**src/rtl/ram_reader_pkg.sv**
```systemverilog
`default_nettype none
// ============================================================================
// Module      : ram_reader_pkg
// Description : Shared types and default sizes for the RAM readout block.
// Revision    : 1.0 - initial release
// ============================================================================
package ram_reader_pkg;

  // Default RAM geometry
  localparam int C_ADDR_W = 4;
  localparam int C_DATA_W = 8;

  // Readout sequencer states
  typedef enum logic [2:0] {
    IDLE    = 3'd0,
    ISSUE   = 3'd1,
    CAPTURE = 3'd2,
    HOLD    = 3'd3,
    DONE    = 3'd4
  } state_t;

endpackage
`default_nettype wire

```
**src/rtl/ram_reader.sv**
```systemverilog
`default_nettype none
// ============================================================================
// Module      : ram_reader
// Description : Reads a block of consecutive RAM words and hands each one
//               downstream through a valid/ready handshake. One word is
//               fetched per ISSUE/CAPTURE/HOLD pass; addresses wrap modulo
//               the RAM size.
// Revision    : 1.0 - initial release
// ============================================================================
module ram_reader
  import ram_reader_pkg::*;
#(
  parameter int ADDR_W = C_ADDR_W,
  parameter int DATA_W = C_DATA_W
) (
  input  logic              clk_2,
  input  logic              reset,
  input  logic              start,
  input  logic [ADDR_W-1:0] start_addr,
  input  logic [ADDR_W:0]   word_count,
  output logic              rd_en,
  output logic [ADDR_W-1:0] rd_addr,
  input  logic [DATA_W-1:0] ram_q,
  output logic [DATA_W-1:0] dout,
  output logic              dout_valid,
  input  logic              dout_ready,
  output logic              busy,
  output logic              done
);

  localparam logic [ADDR_W:0]   c_rem_one  = (ADDR_W+1)'(1);
  localparam logic [ADDR_W-1:0] c_addr_one = ADDR_W'(1);

  state_t              r_state;
  state_t              w_next_state;
  logic [ADDR_W-1:0]   r_addr;
  logic [ADDR_W:0]     r_remaining;
  logic [DATA_W-1:0]   r_dout;
  logic                w_load;
  logic                w_accept;

  // State register
  always_ff @(posedge clk_2 or posedge reset) begin
    if (reset) begin
      r_state <= IDLE;
    end else begin
      r_state <= w_next_state;
    end
  end

  // Next-state and state-decoded outputs; dout_ready only steers registers,
  // so no output depends combinationally on it
  always_comb begin
    w_next_state = r_state;
    w_load       = 1'b0;
    w_accept     = 1'b0;
    rd_en        = 1'b0;
    dout_valid   = 1'b0;
    busy         = 1'b0;
    done         = 1'b0;
    case (r_state)
      IDLE: begin
        if (start) begin
          if (word_count != '0) begin
            w_load       = 1'b1;
            w_next_state = ISSUE;
          end else begin
            w_next_state = DONE;
          end
        end
      end
      ISSUE: begin
        rd_en        = 1'b1;
        busy         = 1'b1;
        w_next_state = CAPTURE;
      end
      CAPTURE: begin
        busy         = 1'b1;
        w_next_state = HOLD;
      end
      HOLD: begin
        busy       = 1'b1;
        dout_valid = 1'b1;
        if (dout_ready) begin
          w_accept     = 1'b1;
          w_next_state = (r_remaining == c_rem_one) ? DONE : ISSUE;
        end
      end
      DONE: begin
        done         = 1'b1;
        w_next_state = IDLE;
      end
      default: begin
        w_next_state = IDLE;
      end
    endcase
  end

  // Address and remaining-word counters; address rolls over naturally
  always_ff @(posedge clk_2 or posedge reset) begin
    if (reset) begin
      r_addr      <= '0;
      r_remaining <= '0;
    end else if (w_load) begin
      r_addr      <= start_addr;
      r_remaining <= word_count;
    end else if (w_accept) begin
      r_addr      <= r_addr + c_addr_one;
      r_remaining <= r_remaining - c_rem_one;
    end
  end

  // Output word register, loaded only as CAPTURE closes
  always_ff @(posedge clk_2 or posedge reset) begin
    if (reset) begin
      r_dout <= '0;
    end else if (r_state == CAPTURE) begin
      r_dout <= ram_q;
    end
  end

  assign rd_addr = r_addr;
  assign dout    = r_dout;

endmodule
`default_nettype wire

```
**config.mk**
```make
export PLATFORM = sky130hd
export DESIGN_NAME = ram_reader
export DESIGN_NICKNAME = d
export VERILOG_FILES = /design/src/rtl/ram_reader_pkg.sv /design/src/rtl/ram_reader.sv
export SDC_FILE = /design/constraint.sdc
export NUM_CORES = 1
export LEC_CHECK = 0
export ABC_AREA = 1
export CORE_MARGIN = 2
export CORE_UTILIZATION = 49
export CTS_BUF_LIST = sky130_fd_sc_hd__clkbuf_16
export DETAILED_ROUTE_END_ITERATION = 12
export PLACE_DENSITY_LB_ADDON = 0.25
export SKIP_CTS_REPAIR_TIMING = 1
export SYNTH_ARGS = -nofsm -noshare
export SYNTH_HDL_FRONTEND = slang
export SYNTH_SLANG_ARGS = --single-unit
```
**constraint.sdc**
```tcl
create_clock -name clk_2 -period 3.8 [get_ports clk_2]
set_clock_uncertainty 0.2 [all_clocks]
set_input_delay 0.76 -clock clk_2 [delete_from_list [all_inputs] [get_ports clk_2]]
set_output_delay 0.76 -clock clk_2 [all_outputs]
set_load 0.05 [all_outputs]
```
# After elaboration in Yosys (flattened, before gate mapping)
# Cells that the tools add are included.
[totals] regBits=20 wordCells=36
[op_classes] add_sub_neg=2 n_eq_ne=7 mux=18 reduce_logical=5
[op_table] cell="2-to-1 mux 3 bit" n=4
[op_table] cell="one-hot mux 3 bit (4 select lines)" n=1
[op_table] cell="2-to-1 mux 5 bit" n=2
[op_table] cell="2-to-1 mux 1 bit" n=9
[op_table] cell="2-to-1 mux 4 bit" n=2
[op_table] cell="== test 3 x 2 -> 1 bit (second input constant)" n=2
[op_table] cell="== test 5 x 1 -> 1 bit (second input constant)" n=1
[op_table] cell="nonzero test 5 bit" n=1
[op_table] cell="subtractor 5 x 1 -> 5 bit (second input constant)" n=1
[op_table] cell="adder 4 x 1 -> 4 bit (second input constant)" n=1
[op_table] cell="inequality test 2 bit (second input constant)" n=2
[op_table] cell="== test 3 x 1 -> 1 bit (second input constant)" n=1
[op_table] cell="== test 3 bit (second input constant)" n=1
[op_table] cell="zero test 3 bit" n=1
[op_table] cell="OR reduction 3 bit" n=1
[op_table] cell="AND reduction 2 bit" n=1
[op_table] cell="nonzero test 2 bit" n=1

# Logic depth before layout (Yosys ltp)
[depth] ltp_word=5 mapped_depth=8 ltp_nobuf=8

# Least setup slack after synthesis
# Ideal clock, no wire load.
[synth_timing] path_type="reg2out" start="register r_state[2]" end="output port rd_en" t_arrival_ns=1.293 t_required_ns=2.840 setup_slack_ns=1.547 path_stages_with_launch=4 path_buffers=0 cell_sequence="dfrtp_1 inv_1 nand2_1 nor2_1"
[synth_via] elab_chain_cells=2
[synth_lines] item="start, declared" line_no="ram_reader.sv:34" rtl="state_t r_state;"
[synth_lines] item="start signal, assigned" line_no="ram_reader.sv:47" rtl="r_state <= w_next_state;"
[synth_lines] item="== test 3 x 1 -> 1 bit" line_no="ram_reader.sv:61" rtl="case (r_state)"
[synth_lines] item="2-to-1 mux 1 bit" line_no="ram_reader.sv:61"
[synth_lines] item="end, declared" line_no="ram_reader.sv:21" rtl="output logic rd_en,"
# Every way passes these cells.

# Worst setup path in the final report
[layout_timing] start="register r_state[2]" end="output port busy"
[layout_via] elab_chain_cells=3 word_cells_on_any_way=5 cone_classes="eq/ne (3); mux (1); reduce/logical (1)"
[layout_lines] item="== test 3 x 2 -> 1 bit or == test 3 x 1 -> 1 bit (tied branches)" line_no="ram_reader.sv:61"
[layout_lines] item="OR reduction 3 bit (no line) *"
[layout_lines] item="2-to-1 mux 1 bit *" line_no="ram_reader.sv:61"
[layout_lines] item="end, declared" line_no="ram_reader.sv:27" rtl="output logic busy,"
# Every way passes the cells marked *; elsewhere a longest branch is shown, timed or not.

==> flow_summary.toml <==
[run_status]
status = "completed"

[power]
seq_power_share = 0.255
p_sw_w = 0.000757
swShare = 0.478
p_per_area_mw_per_mm2 = 983
power_frac_clock = 0.131
ir_drop_mv = 0.689
p_leak_nw = 0.774
combPwrFrac = 0.614
intPower_w = 0.000828

[global_route]
overflow = 0
grtUsageTotal = 0.217
antenna_found_initial = 0
grt_max_degree = 21
grt_pass1_vias = 978
grt_pass1_wl_um = 4420

[timing]
slew-limit-headroom = 0.510
period_minus_slack_ns = 2.96
fmax_mhz = 338
tightest_slew_ns = 0.735
hold_violations = 0
rsz0062_at_grt = "no"
worst_slack_ns = 0.837
finalSetupTns_ns = 0
finalCritPeriodShare = 0.780
drv_slew = 0
setup-violations-final = 0

[job]
drv_cap = 0

[cts]
clock_path_buffers = 2
cts_root_buf = "clkbuf_16"
cts.htree.levels = 1
cts_made_buffers = 3
tritoncts = "built"
numClockSinks = 20
clk_latency_ns = 0.24
clk_pin_slew_ns = 0.05

[setup_path]
cp-end-kind = "output port"
cp-startpoint = "r_state[2]$_DFFE_PP0P_"
critPathLaunchType = "flop"
cp.arrival_ns = 2.00
required_ns = 2.84
criticalPathCategory = "reg -> out"
cp_max_fo = 11
crit-reg2reg-launch = "r_state[1]$_DFFE_PP0P_"

[worst_hold_path]
hp-start = "dout[5]$_DFFE_PP0N_"
holdCritPathClass = "reg -> reg"

[final_layout]
final_common_cell = "clkdlybuf4s50_1"
diodes = 0
fin_nets = 192
area_delta_synth_final_pct = 38.5
drive_above_1_share = 0.120
mostFrequentLayoutCells = "clkdlybuf4s50_1 (36), nand2_1 (27), nand3_1 (23), dfrtp_1 (20), inv_1 (16)"

[floorplan]
die_w_um = 52.8
fp.dieArea_mm2 = 0.00278
boundaryPins = 37
coreArea_mm2 = 0.00223
start_util = 0.522
die_h_um = 52.8
rows = 17

[detailed_routing]
vias = 1037
drt-initial-drc-count = 18
drtAntennaViolNets = 0
routed_wl_um = 2520
first_pass_iters = 4
vias_per_cell = 5.35
wl_per_cell_um = 13.0
route.detailed.drc = 0

[synth]
yosysWarningCount = 0
yosysSeqAreaShare = 0.430
syn_inst = 130
syn_nets = 154
synth_seq_cells = 20
netlist_area_mm2 = 0.00116
synth_cell_types = 21
avgSynthCellArea_um2 = 8.96

[placement]
gp_congestion = 0.798
io_buffers = 36
hpwl_um = 1930
post-place-ws_ns = 1.08
==> registers in the layout, summed over array words and instances (netlist names) <==
signal,cells
rd_addr,4
dout,8
r_remaining,5
r_state,3
==> worst paths after layout <==
kind                                              end  depth (start not counted)  slack, ns
max                                              busy                          4       0.84
min                               dout[5]$_DFFE_PP0N_                          1       0.31
max reg2reg                r_remaining[1]$_DFFE_PP0P_                          6       2.13
min reg2reg                       dout[5]$_DFFE_PP0N_                          1       0.31
max in group asynchronous  r_remaining[4]$_DFFE_PP0P_                          2       2.17
min in group asynchronous         dout[0]$_DFFE_PP0N_                          2       0.77
==> power by group through the flow <==
| stage | logic (W) | registers [W] | clock network (W) |
|---|---|---|---|
| after floorplan | 0.000508 | 0.000619 | 0 |
| after detailed placement | 0.000973 | 0.000408 | 0 |
| after global routing | 0.00106 | 0.000420 | 0.000220 |
| after global placement | 0.000963 | 0.000401 | 0 |
| final | 0.000974 | 0.000404 | 0.000208 |
| after CTS | 0.000981 | 0.000404 | 0.000211 |
==> Yosys cell counts <==
library cell	number	share of area
buf_4	1	0.0064
mux2_2	1	0.0097
nand3b_1	1	0.0064
nand3_4	1	0.015
nand2_1	27	0.087
nor2_1	5	0.016
dfrtp_1	20	0.43
xnor2_1	1	0.0075
clkbuf_1	1	0.0032
inv_1	16	0.052
xor2_1	2	0.015
nand3_2	2	0.017
inv_2	2	0.0064
nand2_2	1	0.0054
ha_1	3	0.032
buf_6	1	0.0097
nand3_1	23	0.099
mux2_4	7	0.090
nand4_1	11	0.059
nor2_4	3	0.029
a21oi_1	1	0.0043
==> kinds of logic after synthesis <==
group	Yosys count	synth area share
simple gates	74	0.334
flops	20	0.430
buf+inv	21	0.0773
xor+xnor	3	0.0226
fa+ha+maj	3	0.0322
mux	8	0.0999
compound gates	1	0.00429
==> stage by stage <==
step | hold WS, ns | power [W] | instance area [um^2] | util | instances
2_1_floorplan | 0.279 | 0.00113 | 1160 | - | 130
3_3_place_gp | 0.291 | 0.00136 | 1540 | 0.689 | 191
3_5_place_dp | 0.296 | 0.00138 | 1540 | 0.689 | 191
4_1_cts | 0.313 | 0.00160 | 1610 | 0.722 | 194
5_1_grt | 0.328 | 0.00170 | 1610 | 0.722 | 194
6_report | 0.309 | 0.00159 | 1610 | 0.722 | 194
==> layout make-up <==
type,count,area (um^2)
sequential,20,500
clock buffer,3,75.1
tap,28,35.0
fill,185,621
inverter,18,67.6
multi-input combinational,89,574
timing repair buffer,36,360
==> worst max-delay path: stages, from the launching register on <==
cell and delay (ns):
dfrtp_1 0.44, nor2_4 0.19, nand2_2 0.22, nand2_1 0.11, clkdlybuf4s50_1 0.80
==> per-layer routing <==
layer	global-route usage	vias to the layer above	share of wire
met1	0.283	481	0.42
met4	0.0812	0	0.0036
met5	0	-	0
li1	-	508	-
met2	0.358	46	0.50
met3	0.0371	2	0.072
(Power assumes the default switching activity.)
